$ cat src/rtl/bin2bcd_seq_pkg.sv
`default_nettype none
// ============================================================================
// Module   : bin2bcd_seq_pkg
// Brief    : Shared BCD constants, FSM state encoding and digit-adjust helper.
// Revision : 1.0 - initial release
// ============================================================================
package bin2bcd_seq_pkg;

    localparam int c_BCD_DIGIT_W    = 4;
    localparam int c_BCD_ADJ_THRESH = 5;

    typedef enum logic [1:0] {
        ST_IDLE = 2'd0,
        ST_CONV = 2'd1,
        ST_DONE = 2'd2
    } state_t;

    function automatic logic [c_BCD_DIGIT_W-1:0] bcd_adjust(input logic [c_BCD_DIGIT_W-1:0] d);
        return (d >= c_BCD_DIGIT_W'(c_BCD_ADJ_THRESH)) ? d + c_BCD_DIGIT_W'(3) : d;
    endfunction

endpackage
`default_nettype wire

$ cat src/rtl/bin2bcd_seq_add3.sv
`default_nettype none
// ============================================================================
// Module   : add3_digit
// Brief    : Combinational double-dabble digit correction (+3 when >= 5).
// Revision : 1.0 - initial release
// ============================================================================
module add3_digit (
    input  logic [3:0] i_digit,
    output logic [3:0] o_digit
);
    import bin2bcd_seq_pkg::*;

    assign o_digit = bcd_adjust(i_digit);

endmodule
`default_nettype wire

$ cat src/rtl/bin2bcd_seq.sv
`default_nettype none
// ============================================================================
// Module   : bin2bcd_seq
// Brief    : Sequential shift-and-add-3 binary-to-BCD converter, one bit/clock,
//            start/busy/done handshake. Define BIN2BCD_SAT_EN to saturate
//            out-of-range inputs to all-nines and flag ovf.
// Revision : 1.0 - initial release
// ============================================================================
module bin2bcd_seq #(
    parameter int W    = 14,
    parameter int NDIG = 4
) (
    input  logic              clk,
    input  logic              rst,
    input  logic              start,
    input  logic [W-1:0]      bin,
    output logic              busy,
    output logic              done,
    output logic [4*NDIG-1:0] bcd,
    output logic              ovf
);
    import bin2bcd_seq_pkg::*;

    localparam int c_BW    = c_BCD_DIGIT_W * NDIG;
    localparam int c_CNT_W = (W > 1) ? $clog2(W) : 1;

    state_t             r_state;
    logic [c_CNT_W-1:0] r_cnt;
    logic [c_BW-1:0]    r_bcd_work;
    logic [W-1:0]       r_bin_work;
    logic [c_BW-1:0]    w_adj;
    logic [c_BW-1:0]    w_bcd_result;

    generate
        for (genvar g = 0; g < NDIG; g++) begin : g_add3
            add3_digit u_add3 (
                .i_digit (r_bcd_work[g*c_BCD_DIGIT_W +: c_BCD_DIGIT_W]),
                .o_digit (w_adj[g*c_BCD_DIGIT_W +: c_BCD_DIGIT_W])
            );
        end
    endgenerate

    always_ff @(posedge clk or posedge rst) begin
        if (rst) begin
            r_state    <= ST_IDLE;
            r_cnt      <= '0;
            r_bcd_work <= '0;
            r_bin_work <= '0;
            bcd        <= '0;
            busy       <= 1'b0;
            done       <= 1'b0;
        end else begin
            done <= 1'b0;
            case (r_state)
                ST_IDLE: begin
                    if (start) begin
                        r_bcd_work <= '0;
                        r_bin_work <= bin;
                        r_cnt      <= c_CNT_W'(W - 1);
                        busy       <= 1'b1;
                        r_state    <= ST_CONV;
                    end
                end
                ST_CONV: begin
                    // Adjusted digits shift up; the top digit's MSB falls off.
                    r_bcd_work <= {w_adj[c_BW-2:0], r_bin_work[W-1]};
                    r_bin_work <= {r_bin_work[W-2:0], 1'b0};
                    r_cnt      <= r_cnt - c_CNT_W'(1);
                    if (r_cnt == '0) begin
                        r_state <= ST_DONE;
                    end
                end
                ST_DONE: begin
                    done    <= 1'b1;
                    bcd     <= w_bcd_result;
                    busy    <= 1'b0;
                    r_state <= ST_IDLE;
                end
                default: begin
                    busy    <= 1'b0;
                    r_state <= ST_IDLE;
                end
            endcase
        end
    end

`ifdef BIN2BCD_SAT_EN
    // Any 1 leaving the top digit means the value needs a fifth digit.
    logic r_carry;
    logic r_ovf;

    always_ff @(posedge clk or posedge rst) begin
        if (rst) begin
            r_carry <= 1'b0;
            r_ovf   <= 1'b0;
        end else begin
            if (r_state == ST_IDLE && start) begin
                r_carry <= 1'b0;
            end else if (r_state == ST_CONV) begin
                r_carry <= r_carry | w_adj[c_BW-1];
            end
            if (r_state == ST_DONE) begin
                r_ovf <= r_carry;
            end
        end
    end

    assign w_bcd_result = r_carry ? {NDIG{4'h9}} : r_bcd_work;
    assign ovf          = r_ovf;
`else
    logic w_unused_carry;

    assign w_unused_carry = w_adj[c_BW-1];
    assign w_bcd_result   = r_bcd_work;
    assign ovf            = 1'b0;
`endif

endmodule
`default_nettype wire

$ cat config.mk
export PLATFORM = sky130hd
export DESIGN_NAME = bin2bcd_seq
export DESIGN_NICKNAME = d
export VERILOG_FILES = /design/src/rtl/bin2bcd_seq_pkg.sv /design/src/rtl/bin2bcd_seq_add3.sv /design/src/rtl/bin2bcd_seq.sv
export SDC_FILE = /design/constraint.sdc
export NUM_CORES = 1
export LEC_CHECK = 0
export CORE_MARGIN = 2
export CORE_UTILIZATION = 35
export DETAILED_ROUTE_END_ITERATION = 8
export SLEW_MARGIN = 20
export SYNTH_ARGS = -nofsm -noshare
export SYNTH_HDL_FRONTEND = slang
export SYNTH_HIERARCHICAL = 1
export SYNTH_SLANG_ARGS = --single-unit
$ cat constraint.sdc
create_clock -name clk -period 3.5 [get_ports clk]
set_clock_uncertainty 0.2 [all_clocks]
set_input_delay 0.35 -clock clk [delete_from_list [all_inputs] [get_ports clk]]
set_output_delay 0.35 -clock clk [all_outputs]
set_load 0.02 [all_outputs]
==> metrics.md, run 1 <==
| Metric | Value |
|---|---|
| Status | completed |
| Global-route met2 utilization | 0.189 |
| Hpwl dp | 2980 µm |
| CTS tree | done |
| P_int | about 1.8 mW |
| Worst EP arrival | roughly 2.1 ns |
| CP Depth | 3 |
| GR Util met1 | 0.144 |
| FF-to-FF Start | r_state[0] |
| CTS buffer count | 5 |
| Fmax | 0.472 GHz |
| Setup TNS | 0 ns |
| Post-CTS Hold Buffers | 0 |
| Critical Path Fanout Max | 12 |
| Die width | 90.3 µm |
| Buffer and inverter count on the worst path | 1 |
| Pin count of the biggest net entering global routing | 48 |
| Die H | 90.3 µm |
| CTS max path bufs | 2 |
| CP endpoint kind | flop |
| Max Slew Vio Count | 0 |
| RePlAce Congestion | 0.758 |
| Initial DRT Pass Iterations | 4 |
| Post_cts resized | 0 |
| Final period utilization | 0.606 |
| Initial antenna violation count | 0 |
| Worst VDD drop | 291 µV |
| WP data required | around 3.5 ns |
| Post-synthesis cell count | 228 |
| ANT cells | 0 |
| Die area | 8160 µm² |
| DRT Wirelength | 4300 µm |
| First-pass GRT wire length | 7520 µm |
| Largest stage delay on the critical path | 0.65 ns |
| # rows | 31 |
| Initial Util | 0.360 |
| Via count | 1666 |
| Hold Slack | ~0.23 ns |
| Layout cell share with drive strength beyond 1 | 0.127 |
| NumNets Final | between 200 and 300 |
| Min-Delay Path Class | in -> async |
| Final setup fails | 0 |
| Buffer count from post-CTS setup fixing | 0 |
| MaxCap Viol Count | 0 |
| Synth warnings | 6 |
| Worst flop-to-flop path endpoint | bcd[7] |
| Sequential power share | 0.392 |
| CP startpoint kind | flop |
| Root buffer cell | clkbuf_8 |
| PortBufs | 34 |
| Wire per inst | 12.0 µm |
| Slowest-stage cell, CP | nand2b_1 |
| GRT overflow | 0 |
| Worst path cell trace | nand2b_1 -> buf_4 -> mux2_2 |
| Reg2Reg Setup Slack | 1.38 ns |
| # IOs | 36 |
| Fin crit period | 2.12 ns |
| Crit Path Category | reg -> reg |
| Initial drt markers | 64 |
| Area grow syn2layout | 20.3% |
| Placeable Area | 7250 µm² |
| Clock tree sinks | 54 |
| CTS HTree Levels | 2 |
| Routed Antenna Nets | 0 |
| Syn avg cell area | around 11 µm² |
| Met3 Resource Use GR | 0.0317 |
| Unrepaired setup endpoints after global routing | false |
| Worst-path clk slew | 0.09 ns |
| Layout filler cell count | 689 |
| Leakage | 1.46 nW |
| Worst slew margin | 0.346 |
| Pwr dens | 903 nW/µm² |
| Worst slew pin tran | slightly below 1 ns |
| Sw frac | 0.356 |
| Number of cells on the worst reg-to-reg path | 3 |
| Final hold violations | 0 |
| Mapped Area | approximately 2600 µm² |
| Gr usage total | 0.114 |
| Synthesized net count | 254 |
| Worst Setup EP | bcd[7] |
| Net switching power | 1.01 mW |
| Combinational power share | 0.430 |
| Grt peak-use layer | met2 |
| DRC errors left | 0 |
| Clock Latency Late Sink | 0.30 ns |
| Launch point of the worst path | r_state[0] |
| Vias in the first global route | approximately 1600 |
| Clock share of power | 0.178 |
| Vias per inst | approximately 4.6 |
| Kind of cell adding the most delay to the critical path | simple AND/OR/NAND/NOR gates |
## how the worst min path moves through the flow
stage              startpoint        endpoint  cells after the start
2_1_floorplan   r_bin_work[1]   r_bin_work[1]                      2
3_3_place_gp   r_bin_work[11]  r_bin_work[11]                      2
3_5_place_dp   r_bin_work[11]  r_bin_work[11]                      2
4_1_cts                   rst   r_bcd_work[4]                      2
5_1_grt                   rst   r_bcd_work[4]                      2
6_report                  rst         bcd[11]                      2
## sequential cells by signal, summed over array words and instances, names as in the netlist
register and flops:
r_state 2, done 1, r_bin_work 14, bcd 16, r_cnt 4, busy 1, r_bcd_work 16
## power groups by stage
stage | Combinational (mW) | Sequential (mW) | Clock [mW]
after floorplan | 0.936 | 1.14 | 0
after global placement | 1.21 | 1.12 | 0
after detailed placement | 1.24 | 1.13 | 0
after global routing | 1.36 | 1.16 | 0.549
final | 1.22 | 1.11 | 0.504
after CTS | 1.24 | 1.12 | 0.520
## cells in the final DEF, fill, tap and decap left out, drive strengths merged, types with 2 or more instances in the layout
cell / count
inv: 13
mux2: 16
clkdlybuf4s50: 34
bufinv: 2
o21ai: 23
xnor2: 4
ha: 9
nand2: 31
nor2: 7
nand2b: 9
buf: 3
dfrtp: 54
mux2i: 16
a22o: 16
clkbuf: 6
nor2b: 3
a21oi: 5
## metrics by stage
stage	utilization	setup slack, ns	area (µm²)	cells	power [mW]
after floorplan	-	1.64	2610	228	2.07
after global placement	0.413	1.30	3000	351	2.33
after detailed placement	0.413	1.27	3000	351	2.37
after CTS	0.433	1.33	3140	359	2.88
after global routing	0.433	1.25	3140	359	3.07
final	0.433	1.38	3140	359	2.84
## layout make-up
cell class                 instances  area, µm²  share of cell area
clock buffer                       6       82.6              0.0263
timing repair buffer              37        363               0.116
clock inverter                     2       60.1              0.0191
multi-input combinational        148       1110               0.354
sequential                        54       1350               0.430
inverter                          13       48.8              0.0155
tap                               99        124              0.0395
## routing by layer
| layer | part of all wire | vias to the layer above |
|---|---|---|
| met5 | 0 | - |
| met2 | 0.48 | 32 |
| met3 | 0.037 | 5 |
| met1 | 0.47 | 794 |
| li1 | - | 835 |
| met4 | 0.012 | 0 |
## worst register-to-register path: cells and delay by family (launching register included)
kind                   cells  cell delay, ns
buffers and inverters      1            0.29
DFF                        1            0.53
muxes                      1            0.34
and+or+nand+nor            1            0.65
No activity file was read; power rests on OpenSTA's default activity.
==> run 2: changes to the inputs <==
Clock period 3.5 ns to 2.2 ns, I/O delays scaled along.
==> run 2 against run 1 <==
Clock-buffer cell count rose by 1. Die area stayed put. First-iteration DRC count fell by 19%. Clock power rose by 4%. Critical path depth down 2. Sequential power grew 58%. Wire length up 2.0%. Via count increased by 2.7%. Largest cell class unchanged. Highest routed layer unchanged.
==> metrics.md, run 2 (synthesis results as in run 1) <==
| Metric | Value |
|---|---|
| Leakage | 1.47 nW (+0.33%) |
| Sequential power share | 0.403 (+0.011) |
| GR Util met1 | 0.143 (-0.00131) |
| Global-route met2 utilization | 0.184 (-0.00501) |
| Max Slew Vio Count | 0 (unchanged) |
| Vias per inst | 4.70 (+1.3%) |
| Net switching power | 1.61 mW (+60%) |
| Final setup fails | 0 (unchanged) |
| Root buffer cell | clkbuf_8 |
| Largest stage delay on the critical path | 0.61 ns (-0.04 ns) |
| Fin crit period | 1.71 ns |
| Layout filler cell count | 710 (+3.0%) |
| MaxCap Viol Count | 0 (unchanged) |
| DRT Wirelength | 4390 µm (+2.0%) |
| First-pass GRT wire length | 7530 µm (about the same) |
| Worst EP arrival | 1.29 ns (-0.82 ns) |
| Pwr dens | 1380 nW/µm² (+53%) |
| Initial drt markers | 52 (-19%) |
| Pin count of the biggest net entering global routing | 55 (+15%) |
| Most common cell after layout, fill and taps aside | dfrtp_1 |
| # IOs | 36 (unchanged) |
| Buffer and inverter count on the worst path | 1 (unchanged) |
| Placeable Area | 7250 µm² (unchanged) |
| Grt peak-use layer | met2 |
| Slowest-stage cell, CP | clkdlybuf4s50_1 |
| Initial antenna violation count | 0 (unchanged) |
| CTS buffer count | 5 (unchanged) |
| P_int | 2.73 mW (+49%) |
| NumNets Final | 291 (+2.1%) |
| Clock tree sinks | 54 (unchanged) |
| Gr usage total | 0.114 (+0.000224) |
| RePlAce Congestion | 0.742 (-2.1%) |
| Sw frac | 0.372 (+0.0158) |
| Vias in the first global route | 1674 (+2.9%) |
| Setup TNS | 0 ns (unchanged) |
| CTS tree | done |
| Routed Antenna Nets | 0 (unchanged) |
| Initial Util | 0.360 (unchanged) |
| Hpwl dp | 3080 µm (+3.2%) |
| Commonest cells after routing, fill and taps aside | 54 x dfrtp_1, 34 x clkdlybuf4s50_1, 31 x nand2_1 |
| Post-layout util | 0.433 (+0.000518) |
| Layout cell share with drive strength beyond 1 | 0.136 (+0.00893) |
| # rows | 31 (unchanged) |
| Top Registers | bcd x16, r_bcd_work x16, r_bin_work x14 |
| Die width | 90.3 µm (unchanged) |
| CP startpoint kind | flop |
| Post_cts resized | 0 (unchanged) |
| Buffer count from post-CTS setup fixing | 0 (unchanged) |
| PortBufs | 34 (unchanged) |
| Kind of cell adding the most delay to the critical path | buffers and inverters |
| DRC errors left | 0 (unchanged) |
| Wire per inst | 12.1 µm (+0.62%) |
| Hold Slack | 0.0683 ns (-0.161 ns) |
| Final hold violations | 0 (unchanged) |
| DP Area | 3070 µm² (+2.3%) |
| Met3 Resource Use GR | 0.0317 (unchanged) |
| Min-Delay Path Class | in -> async |
| Total Power | 4.34 mW (+53%) |
| Post-CTS Hold Buffers | 0 (unchanged) |
| Area grow syn2layout | 20.5% |
| Worst VDD drop | 459 µV (+58%) |
| Fmax | 0.585 GHz |
| CP endpoint kind | output pin |
| CTS max path bufs | 2 (unchanged) |
| Worst path cell trace | clkdlybuf4s50_1 |
| Final period utilization | 0.777 |
| Die H | 90.3 µm (unchanged) |
| Via count | 1711 (+2.7%) |
| Design area | 3140 µm² (+0.12%) |
| Die area | 8160 µm² (unchanged) |
| Crit Path Category | reg -> out |
| Initial DRT Pass Iterations | 4 (unchanged) |
| Unrepaired setup endpoints after global routing | false |
| ANT cells | 0 (unchanged) |
| Clock share of power | 0.120 (-0.058) |
| Combinational power share | 0.477 (+0.047) |
| Clock Latency Late Sink | 0.31 ns (about the same) |
| GRT overflow | 0 (unchanged) |
| Critical Path Fanout Max | 2 (-10) |
| WP data required | 1.78 ns (-1.71 ns) |
| CTS HTree Levels | 2 (unchanged) |
| Status | completed |
| Worst-path clk slew | 0.09 ns (about the same) |
[run 2: power groups by stage]
stage               Sequential [mW]  Clock, mW  Combinational (mW)
floorplan                      1.81          0                1.49
global placement               1.77          0                2.06
detailed placement             1.77          0                2.12
CTS                            1.75      0.556                2.12
global route                   1.82      0.588                2.31
finish                         1.75      0.523                2.07
[run 2: final cells by class]
type | instances | area, µm² | area share
flip-flops and latches | 54 | 1350 | 0.430
multi-input cells | 148 | 1110 | 0.353
repair buffers | 43 | 433 | 0.138
well taps | 99 | 124 | 0.0394
clock buffers | 7 | 76.3 | 0.0243
inverters | 13 | 48.8 | 0.0155
[run 2: stage by stage]
stage	cells	setup WS, ns
after floorplan	228	0.465
after global placement	357	0.503
after detailed placement	357	0.473
after CTS	364	0.466
after global routing	364	0.432
final	364	0.491
[run 2: worst min-delay path: cells and delay by family]
family / cells / cell delay, ns
buffers and inverters: 3 / 0.74
[run 2: worst paths after layout]
path | slack (ns) | start | cells past startpoint | endpoint
max reg2reg | 0.55 | r_bcd_work[0] | 5 | r_bcd_work[2]
max in group asynchronous | 1.49 | rst | 3 | bcd[4]
min | 0.07 | rst | 3 | bcd[12]
min reg2reg | 0.29 | r_bin_work[1] | 2 | r_bin_work[1]
min in group clk | 0.29 | r_bin_work[1] | 2 | r_bin_work[1]
max | 0.49 | busy | 1 | busy
[run 2: metal layers]
metal | up-vias | share of wire | routed length, µm
met1 | 826 | 0.47 | 2070
met5 | - | 0 | 0
li1 | 846 | - | -
met4 | 0 | 0.020 | 89
met2 | 32 | 0.47 | 2060
met3 | 7 | 0.039 | 172
